==> config.mk <==
export PLATFORM = sky130hd
export DESIGN_NAME = divide_key_led
export DESIGN_NICKNAME = d
export VERILOG_FILES = /design/src/rtl/divide_key_led.sv
export SDC_FILE = /design/constraint.sdc
export NUM_CORES = 1
export LEC_CHECK = 0
export ABC_AREA = 1
export CORE_ASPECT_RATIO = 1.2
export CORE_MARGIN = 1
export CORE_UTILIZATION = 55
export CTS_BUF_LIST = sky130_fd_sc_hd__clkbuf_2 sky130_fd_sc_hd__clkbuf_4 sky130_fd_sc_hd__clkbuf_8
export CTS_CLUSTER_DIAMETER = 60
export DETAILED_ROUTE_END_ITERATION = 16
export PLACE_DENSITY_LB_ADDON = 0.25
export SYNTH_ARGS = -nofsm -noshare
export SYNTH_HDL_FRONTEND = slang
export SYNTH_SLANG_ARGS = --single-unit
==> constraint.sdc <==
create_clock -name clk -period 2.35 [get_ports clk]
set_input_delay 0.47 -clock clk [delete_from_list [all_inputs] [get_ports clk]]
set_output_delay 0.47 -clock clk [all_outputs]
set_load 0.02 [all_outputs]
==> src/rtl/divide_key_led.sv <==
// -----------------------------------------------------------------------------
// divide_key_led
// Front end for the charger/timer controller:
//   - clock divider producing div (50% duty) and an internal one-clk tick
//   - debounced 4x4 active-low matrix keypad scanner
//   - 4-digit multiplexed 7-segment display driver
//
// Ports
//   clk          system clock, all logic on posedge
//   rst          asynchronous active-high reset
//   row[3:0]     keypad rows, active-low
//   circ[3:0]    column select, one-hot active-low
//   last_valid   last debounced key code (col*4 + row)
//   en           high while a debounced key is held
//   enable[3:0]  per-digit display enable
//   num0..num3   hex value shown on digit 0..3
//   dig[3:0]     digit select, active-low
//   abcdefg[6:0] segments, [6]=a ... [0]=g
//   div          divided clock, period 2*NTIMES clk
//
// Build option
//   SEG_ACTIVE_LOW_EN  when defined, abcdefg is driven inverted (common anode).
// -----------------------------------------------------------------------------
module divide_key_led #(
    parameter int unsigned NTIMES         = 99206,
    parameter int unsigned DEBOUNCE_TICKS = 4
) (
    input  logic       clk,
    input  logic       rst,
    input  logic [3:0] row,
    output logic [3:0] circ,
    output logic [3:0] last_valid,
    output logic       en,
    input  logic [3:0] enable,
    input  logic [3:0] num0,
    input  logic [3:0] num1,
    input  logic [3:0] num2,
    input  logic [3:0] num3,
    output logic [3:0] dig,
    output logic [6:0] abcdefg,
    output logic       div
);

    localparam int unsigned CNT_W = (NTIMES > 1) ? $clog2(NTIMES) : 1;
    localparam int unsigned DB_W  = $clog2(DEBOUNCE_TICKS + 1);
    localparam logic [DB_W-1:0] DB_MAX = DB_W'(DEBOUNCE_TICKS);

    // ------------------------------------------------------------------
    // Divider and tick
    // ------------------------------------------------------------------
    logic [CNT_W-1:0] r_cnt;
    logic             r_div;
    logic             r_tick;
    logic             w_wrap;

    assign w_wrap = (r_cnt == CNT_W'(NTIMES - 1));

    always_ff @(posedge clk or posedge rst) begin
        if (rst) begin
            r_cnt  <= '0;
            r_div  <= 1'b0;
            r_tick <= 1'b0;
        end else begin
            r_cnt  <= w_wrap ? '0 : r_cnt + CNT_W'(1);
            if (w_wrap)
                r_div <= ~r_div;
            // Tick is high in exactly the cycle where div has just risen.
            r_tick <= w_wrap && !r_div;
        end
    end

    assign div = r_div;

    // ------------------------------------------------------------------
    // Keypad scanner
    // ------------------------------------------------------------------
    logic [1:0]      r_col;
    logic [3:0]      r_prev;
    logic            r_prev_vld;
    logic [DB_W-1:0] r_stab;
    logic [DB_W-1:0] r_rel;
    logic [3:0]      r_last;
    logic            r_en;

    logic            w_any;
    logic [1:0]      w_row_idx;
    logic [3:0]      w_cand;
    logic [DB_W-1:0] w_stab_nxt;
    logic [DB_W-1:0] w_rel_nxt;

    assign w_any = ~&row;

    // Lowest-index low row wins when several keys share the column.
    always_comb begin
        w_row_idx = 2'd3;
        casez (row)
            4'b???0: w_row_idx = 2'd0;
            4'b??01: w_row_idx = 2'd1;
            4'b?011: w_row_idx = 2'd2;
            default: w_row_idx = 2'd3;
        endcase
    end

    assign w_cand = {r_col, w_row_idx};

    always_comb begin
        w_stab_nxt = DB_W'(1);
        if (r_prev_vld && (r_prev == w_cand))
            w_stab_nxt = (r_stab >= DB_MAX) ? DB_MAX : r_stab + DB_W'(1);
        w_rel_nxt = (r_rel >= DB_MAX) ? DB_MAX : r_rel + DB_W'(1);
    end

    always_ff @(posedge clk or posedge rst) begin
        if (rst) begin
            r_col      <= 2'd0;
            r_prev     <= '0;
            r_prev_vld <= 1'b0;
            r_stab     <= '0;
            r_rel      <= '0;
            r_last     <= '0;
            r_en       <= 1'b0;
        end else if (r_tick) begin
            if (w_any) begin
                // Column is held while anything is pressed in it.
                r_prev     <= w_cand;
                r_prev_vld <= 1'b1;
                r_stab     <= w_stab_nxt;
                r_rel      <= '0;
                if (w_stab_nxt >= DB_MAX) begin
                    r_last <= w_cand;
                    r_en   <= 1'b1;
                end
            end else begin
                r_prev_vld <= 1'b0;
                r_stab     <= '0;
                r_rel      <= w_rel_nxt;
                if (w_rel_nxt >= DB_MAX)
                    r_en <= 1'b0;
                // Scan advances only once the previous key has been released,
                // judged by en as it stood entering this tick.
                if (!r_en)
                    r_col <= r_col + 2'd1;
            end
        end
    end

    assign circ       = ~(4'b0001 << r_col);
    assign last_valid = r_last;
    assign en         = r_en;

    // ------------------------------------------------------------------
    // Display multiplexer
    // ------------------------------------------------------------------
    function automatic logic [6:0] font(input logic [3:0] v);
        logic [6:0] s;
        case (v)
            4'h0: s = 7'h7E;
            4'h1: s = 7'h30;
            4'h2: s = 7'h6D;
            4'h3: s = 7'h79;
            4'h4: s = 7'h33;
            4'h5: s = 7'h5B;
            4'h6: s = 7'h5F;
            4'h7: s = 7'h70;
            4'h8: s = 7'h7F;
            4'h9: s = 7'h7B;
            4'hA: s = 7'h77;
            4'hB: s = 7'h1F;
            4'hC: s = 7'h4E;
            4'hD: s = 7'h3D;
            4'hE: s = 7'h4F;
            default: s = 7'h47;
        endcase
        return s;
    endfunction

    logic [1:0] r_ptr;
    logic [3:0] r_dig;
    logic [6:0] r_seg;
    logic [3:0] w_num;

    always_comb begin
        w_num = num0;
        case (r_ptr)
            2'd0: w_num = num0;
            2'd1: w_num = num1;
            2'd2: w_num = num2;
            default: w_num = num3;
        endcase
    end

    always_ff @(posedge clk or posedge rst) begin
        if (rst) begin
            r_ptr <= 2'd0;
            r_dig <= 4'hF;
            r_seg <= '0;
        end else if (r_tick) begin
            if (enable[r_ptr]) begin
                r_dig <= ~(4'b0001 << r_ptr);
                r_seg <= font(w_num);
            end else begin
                r_dig <= 4'hF;
                r_seg <= '0;
            end
            r_ptr <= r_ptr + 2'd1;
        end
    end

    assign dig = r_dig;

`ifdef SEG_ACTIVE_LOW_EN
    assign abcdefg = ~r_seg;
`else
    assign abcdefg = r_seg;
`endif

endmodule

After elaboration in Yosys (flattened, before gate mapping)
Memories as Yosys holds them, arrays and structs flattened.
Cells that the tools add are included.
- $add $sub $neg: 5
- multiply operators: 0
- divide/modulo/power cells: 0
- $lt $le $gt $ge: 5
- eq/ne operators: 7
- shift-type cells: 2
- muxes and demuxes: 16
- bitwise logic cells: 6
- reduce and logical (&&, ||, !) cells: 10
- operators with widths (operator ; number):
    $add A17 B1 Y17 const B ; 1
    $eq A17 B17 Y1 const B ; 1
    $mux W17 ; 1
    $mux W3 ; 5
    $ge A3 B3 Y1 const B ; 4
    $pmux W4 S3 ; 1
    $not A4 Y4 ; 2
    $shl A1 B2 Y4 const A ; 2
    $mux W7 ; 1
    $add A3 B1 Y3 const B ; 2
    $pmux W2 S3 ; 1
    $reduce_and A3 Y1 ; 2
    $reduce_and A6 Y1 ; 1
    $mux W1 ; 5
    $add A2 B1 Y2 const B ; 2
    $eq A2 B1 Y1 const B ; 2
    $eq A4 B4 Y1 ; 1
    $mux W4 ; 1
    $not A1 Y1 ; 4
    $reduce_and A4 Y1 ; 1
    $eq A3 B2 Y1 const B ; 1
    $lt A2 B3 Y1 const B ; 1
    $bmux W1 S2 ; 1
    $eq A2 B2 Y1 const B ; 1
    6 further kinds ; 7
- flip-flop bits (word level): 50
- latch bits: 0
- RAM bits: 0
- bits in read-only memories: 112
- input bits: 26
- memories: 1
- memory list (name ; depth ; width ; rd ports ; clocked after Yosys merged registers in ; wr ports ; line ; source):
    (no name shown) ; 16 ; 7 ; 1 ; 0 ; 0 ; 156 ; case (v)

Depth between registers and ports, before layout
- word-level depth: 8
- gate-level depth with buffers: 13
- depth with buffers taken out: 13

Worst setup path before layout
Ideal clock, no wire load.
- kind: flip-flop to flip-flop
- from: reg r_ptr[0]
- to: reg r_seg[5] (netlist: abcdefg[5])
- library setup time: 0.117 ns
- data arrival time: 1.895 ns
- required time: 2.233 ns
- slack: 0.338 ns
- cell stages (with the launch flop): 12
- path through: dfrtp_1 inv_1 ha_1 nand2_1 nand2_1 o21bai_1 ha_1 nand3b_1 nand2_1 nand2_1 nand2_1 nand2_1
- cells in the longest elaborated chain, start to end: 4
- elaborated cells on any way between the ends: 8
- classes of those cells: eq/ne (2); mux (4); reduce/logical (1); memory (1)
- RTL lines (item ; line ; source):
    from (decl) ; 177 ; logic [1:0] r_ptr;
    from (signal assigned) ; 205 ; r_ptr <= r_ptr + 2'd1;
    $eq A2 B2 Y1 (tied with other cells) ; 184 ; case (r_ptr)
    $pmux W4 S3 ; 184 ;
    $mem_v2 Z16 W7 ; n/a ;
    $mux W7 (*) ; 198 ; if (enable[r_ptr]) begin
    to (signal assigned) ; 200 ; r_seg <= font(w_num);
    to (decl) ; 179 ; logic [6:0] r_seg;
Mark *: on every way between the ends. The rest lies on a longest branch, timed or not. The select of a mux whose other input is x is not followed.
A chain may end at the register's enable or synchronous reset.

Worst setup path after layout
- from: reg r_col[0]
- to: out circ[0]
- cells in the longest elaborated chain, start to end: 2
- RTL lines (item ; line ; source):
    from (decl) ; 77 ; logic [1:0] r_col;
    from (signal assigned) ; 142 ; r_col <= r_col + 2'd1;
    $shl A1 B2 Y4 ; 147 ; assign circ = ~(4'b0001 << r_col);
    $not A4 Y4 ; 147 ;
    to (decl) ; 31 ; output logic [3:0] circ,
No other way between the ends.

==> run metrics <==
Worst setup EP type output pin; Ports 47; detailed-route wire length 6060 um; clock-pin transition on the worst setup and hold timing paths 0.09 ns; Post-CTS Hold Buffers 0; largest net degree at the start of global routing 30; post-synthesis cell type count 34; CP delay by family, top buffers and inverters; residual DRC count 0; CP endpoint circ[0]; filler cell count 423; Die ar. 5580 um^2; first-pass GRT wire length 10,200 um; Initial Utilization 58.0%; H-Tree Depth 2; most frequent cells in the layout nand2_1, inv_1, clkdlybuf4s50_1; Layout Area Growth over Synthesis 22.9%; drt via density 5.11; initial DRC count 89; setup TNS 0 ns; critical path's largest stage delay 0.59 ns; Seq/Total Area, Yosys 43.2%; Final Critical Period 2.16 ns; CP startpoint r_col[0]; Final Hold Vio Count 0; average wire per standard cell 12.6 um; initial antenna violation count 0; syn_nets 413; kind of critical path reg2out; Crit Reg-Reg Startpoint r_ptr[0]; Resized cells post-CTS 0; yosys warns 0; Die W 68.4 um; synthesized area per cell 7.92 um^2; Slew @ Worst Pin 0.781 ns; Worst Path Arrival 1.69 ns; CTS tree yes; Slew Limit Fails 0; startpoint types register; dpl hpwl 4660 um; fin nets 465; cells on worst reg2reg path 12; post-synthesis simple-gate area fraction 30.5%; site row count 28; global-route usage over all layers 24.4%; Compound-Gate Fraction of Synth Area 6.50%; overall power 1.60 mW; Final period util 92.1%; Post-Synth XOR/XNOR Area 3.62%; Pleak 1.75 nW; drt pass-1 iters 4; slowest CP cell clkdlybuf4s50_1; Syn Inst Count 367; number of port buffers 46; worst hold path class reg2reg; Die Height 81.6 um; Synth Register Bits 50; vias in the first global route 2,383; number of CTS-inserted buffers 5; Root Buffer clkbuf_8; clock buffer depth 2; core area 5010 um^2; PD cells 449 nW/um^2; Layout Skew 0.00839 ns; leading cell type in the layout, fill and taps excluded nand2_1; cell breakdown of the critical path inv_1 -> ha_1 -> inv_1 -> clkdlybuf4s50_1; Setup Fix Bufs, Post-CTS 0; Crit Path Max Fanout 5; outcome complete, no violations; Adder-Cell Fraction of Synth Area 8.61%; share of cells above drive strength 1 8.81%; Max Clk Rate 0.462 GHz; flop2flop setup slack 0.23 ns; mux share of post-synthesis cell area 0%; CP Buf/Inv Count 3; Final setup viols 0; RR Endpoint abcdefg[5]; WHS Path Cells 2; total gr overflow 0; ant diodes 0; Slew Limit Headroom 47.6%; Routed Antenna Nets 0; Worst VDD drop 0.390 mV; Vias 2,452; clock latency on the worst-skew pair 0.30 ns; largest family of logic cells by synthesized area simple AND/OR/NAND/NOR gates; Worst EP required 1.88 ns; clk sinks 50; synthesized cell area 2910 um^2; unrepaired setup endpoints after global routing false; Critical Path Most Common Cell inv_1; routability-driven placement congestion ratio 0.970; critical path depth in cells 4; max cap viols 0
Yosys cell counts:
master,count,area [um^2]
a21oi_1,9,45.0
a31oi_1,1,6.26
buf_2,1,5.00
buf_4,1,7.51
buf_6,1,11.3
clkbuf_1,1,3.75
dfrtp_1,46,1150
dfstp_2,4,105
ha_1,20,250
inv_1,47,176
inv_2,4,15.0
nand2_1,98,368
nand2_2,4,25.0
nand2_4,1,11.3
nand2_8,1,20.0
nand3_1,22,110
nand3_2,1,10.0
nand3b_1,3,22.5
nand4_1,7,43.8
nor2_1,34,128
nor2_2,5,31.3
nor2_4,1,11.3
nor3_1,10,50.1
nor3_2,1,10.0
nor3b_1,2,15.0
o21ai_0,14,70.1
o21ai_1,5,25.0
o21ai_2,1,8.76
o21bai_1,2,15.0
o22ai_1,3,18.8
or2_1,4,25.0
or2_2,1,6.26
xnor2_1,2,17.5
xor2_1,10,87.6
flip-flops by register name, summed over array words and instances, names as in the netlist, 3 cells and up:
signal and count:
abcdefg 7, dig 4, last_valid 4, r_cnt 17, r_prev 4, r_rel 3
r_stab 3
layer usage:
layer  vias up  wire length, um  global-route usage (%)
met5         -                0                       0
li1       1253                -                       -
met3         6              221                    4.31
met1      1145             2650                    28.7
met2        48             3120                    44.1
met4         0               68                    7.29
worst min-delay path by stage:
stage,startpoint,to,slack (ns)
6_report,abcdefg[5],abcdefg[5],0.49
5_1_grt,dig[2],dig[2],0.51
4_1_cts,abcdefg[5],abcdefg[5],0.49
3_5_place_dp,abcdefg[5],abcdefg[5],0.46
3_3_place_gp,abcdefg[5],abcdefg[5],0.46
2_1_floorplan,r_prev[0],r_prev[0],0.47
report_power, final:
group	total, mW	switching [mW]	internal, mW
Combinational	0.129	0.0649	0.0640
Sequential	0.865	0.00233	0.863
Clock	0.610	0.280	0.329
stage by stage:
step	hold WS [ns]	area (um^2)	std cells	utilization (%)	worst slack, ns
after CTS	0.489	3560	480	71.1	0.124
after detailed placement	0.464	3450	472	68.9	0.147
after global routing	0.514	3570	480	71.3	0.00762
after global placement	0.461	3450	472	68.9	0.209
final	0.486	3570	480	71.3	0.186
after floorplan	0.466	2910	367	-	0.338
layout make-up:
class                   instances  area (um^2)  share of cell area [%]
well taps                      60         75.1                    2.10
clock inverters                 2         37.5                    1.05
flip-flops and latches         50         1260                    35.2
clock buffers                   6         76.3                    2.14
inverters                      51          191                    5.36
repair buffers                 49          495                    13.9
multi-input cells             262         1440                    40.3
worst min-delay path, stage by stage, from the launching register on:
cell,delay (ns)
dfrtp_1,0.35
nand2_1,0.06
nand2_1,0.05
cells by family (layout without fill, tap and decap cells):
family / after synthesis / after routing
flops: 50 / 50
xor+xnor: 12 / 12
simple gates: 195 / 195
buf+inv: 55 / 108
fa+ha+maj: 20 / 20
compound gates: 35 / 35
Note: power is estimated with default switching activity, not from simulation.
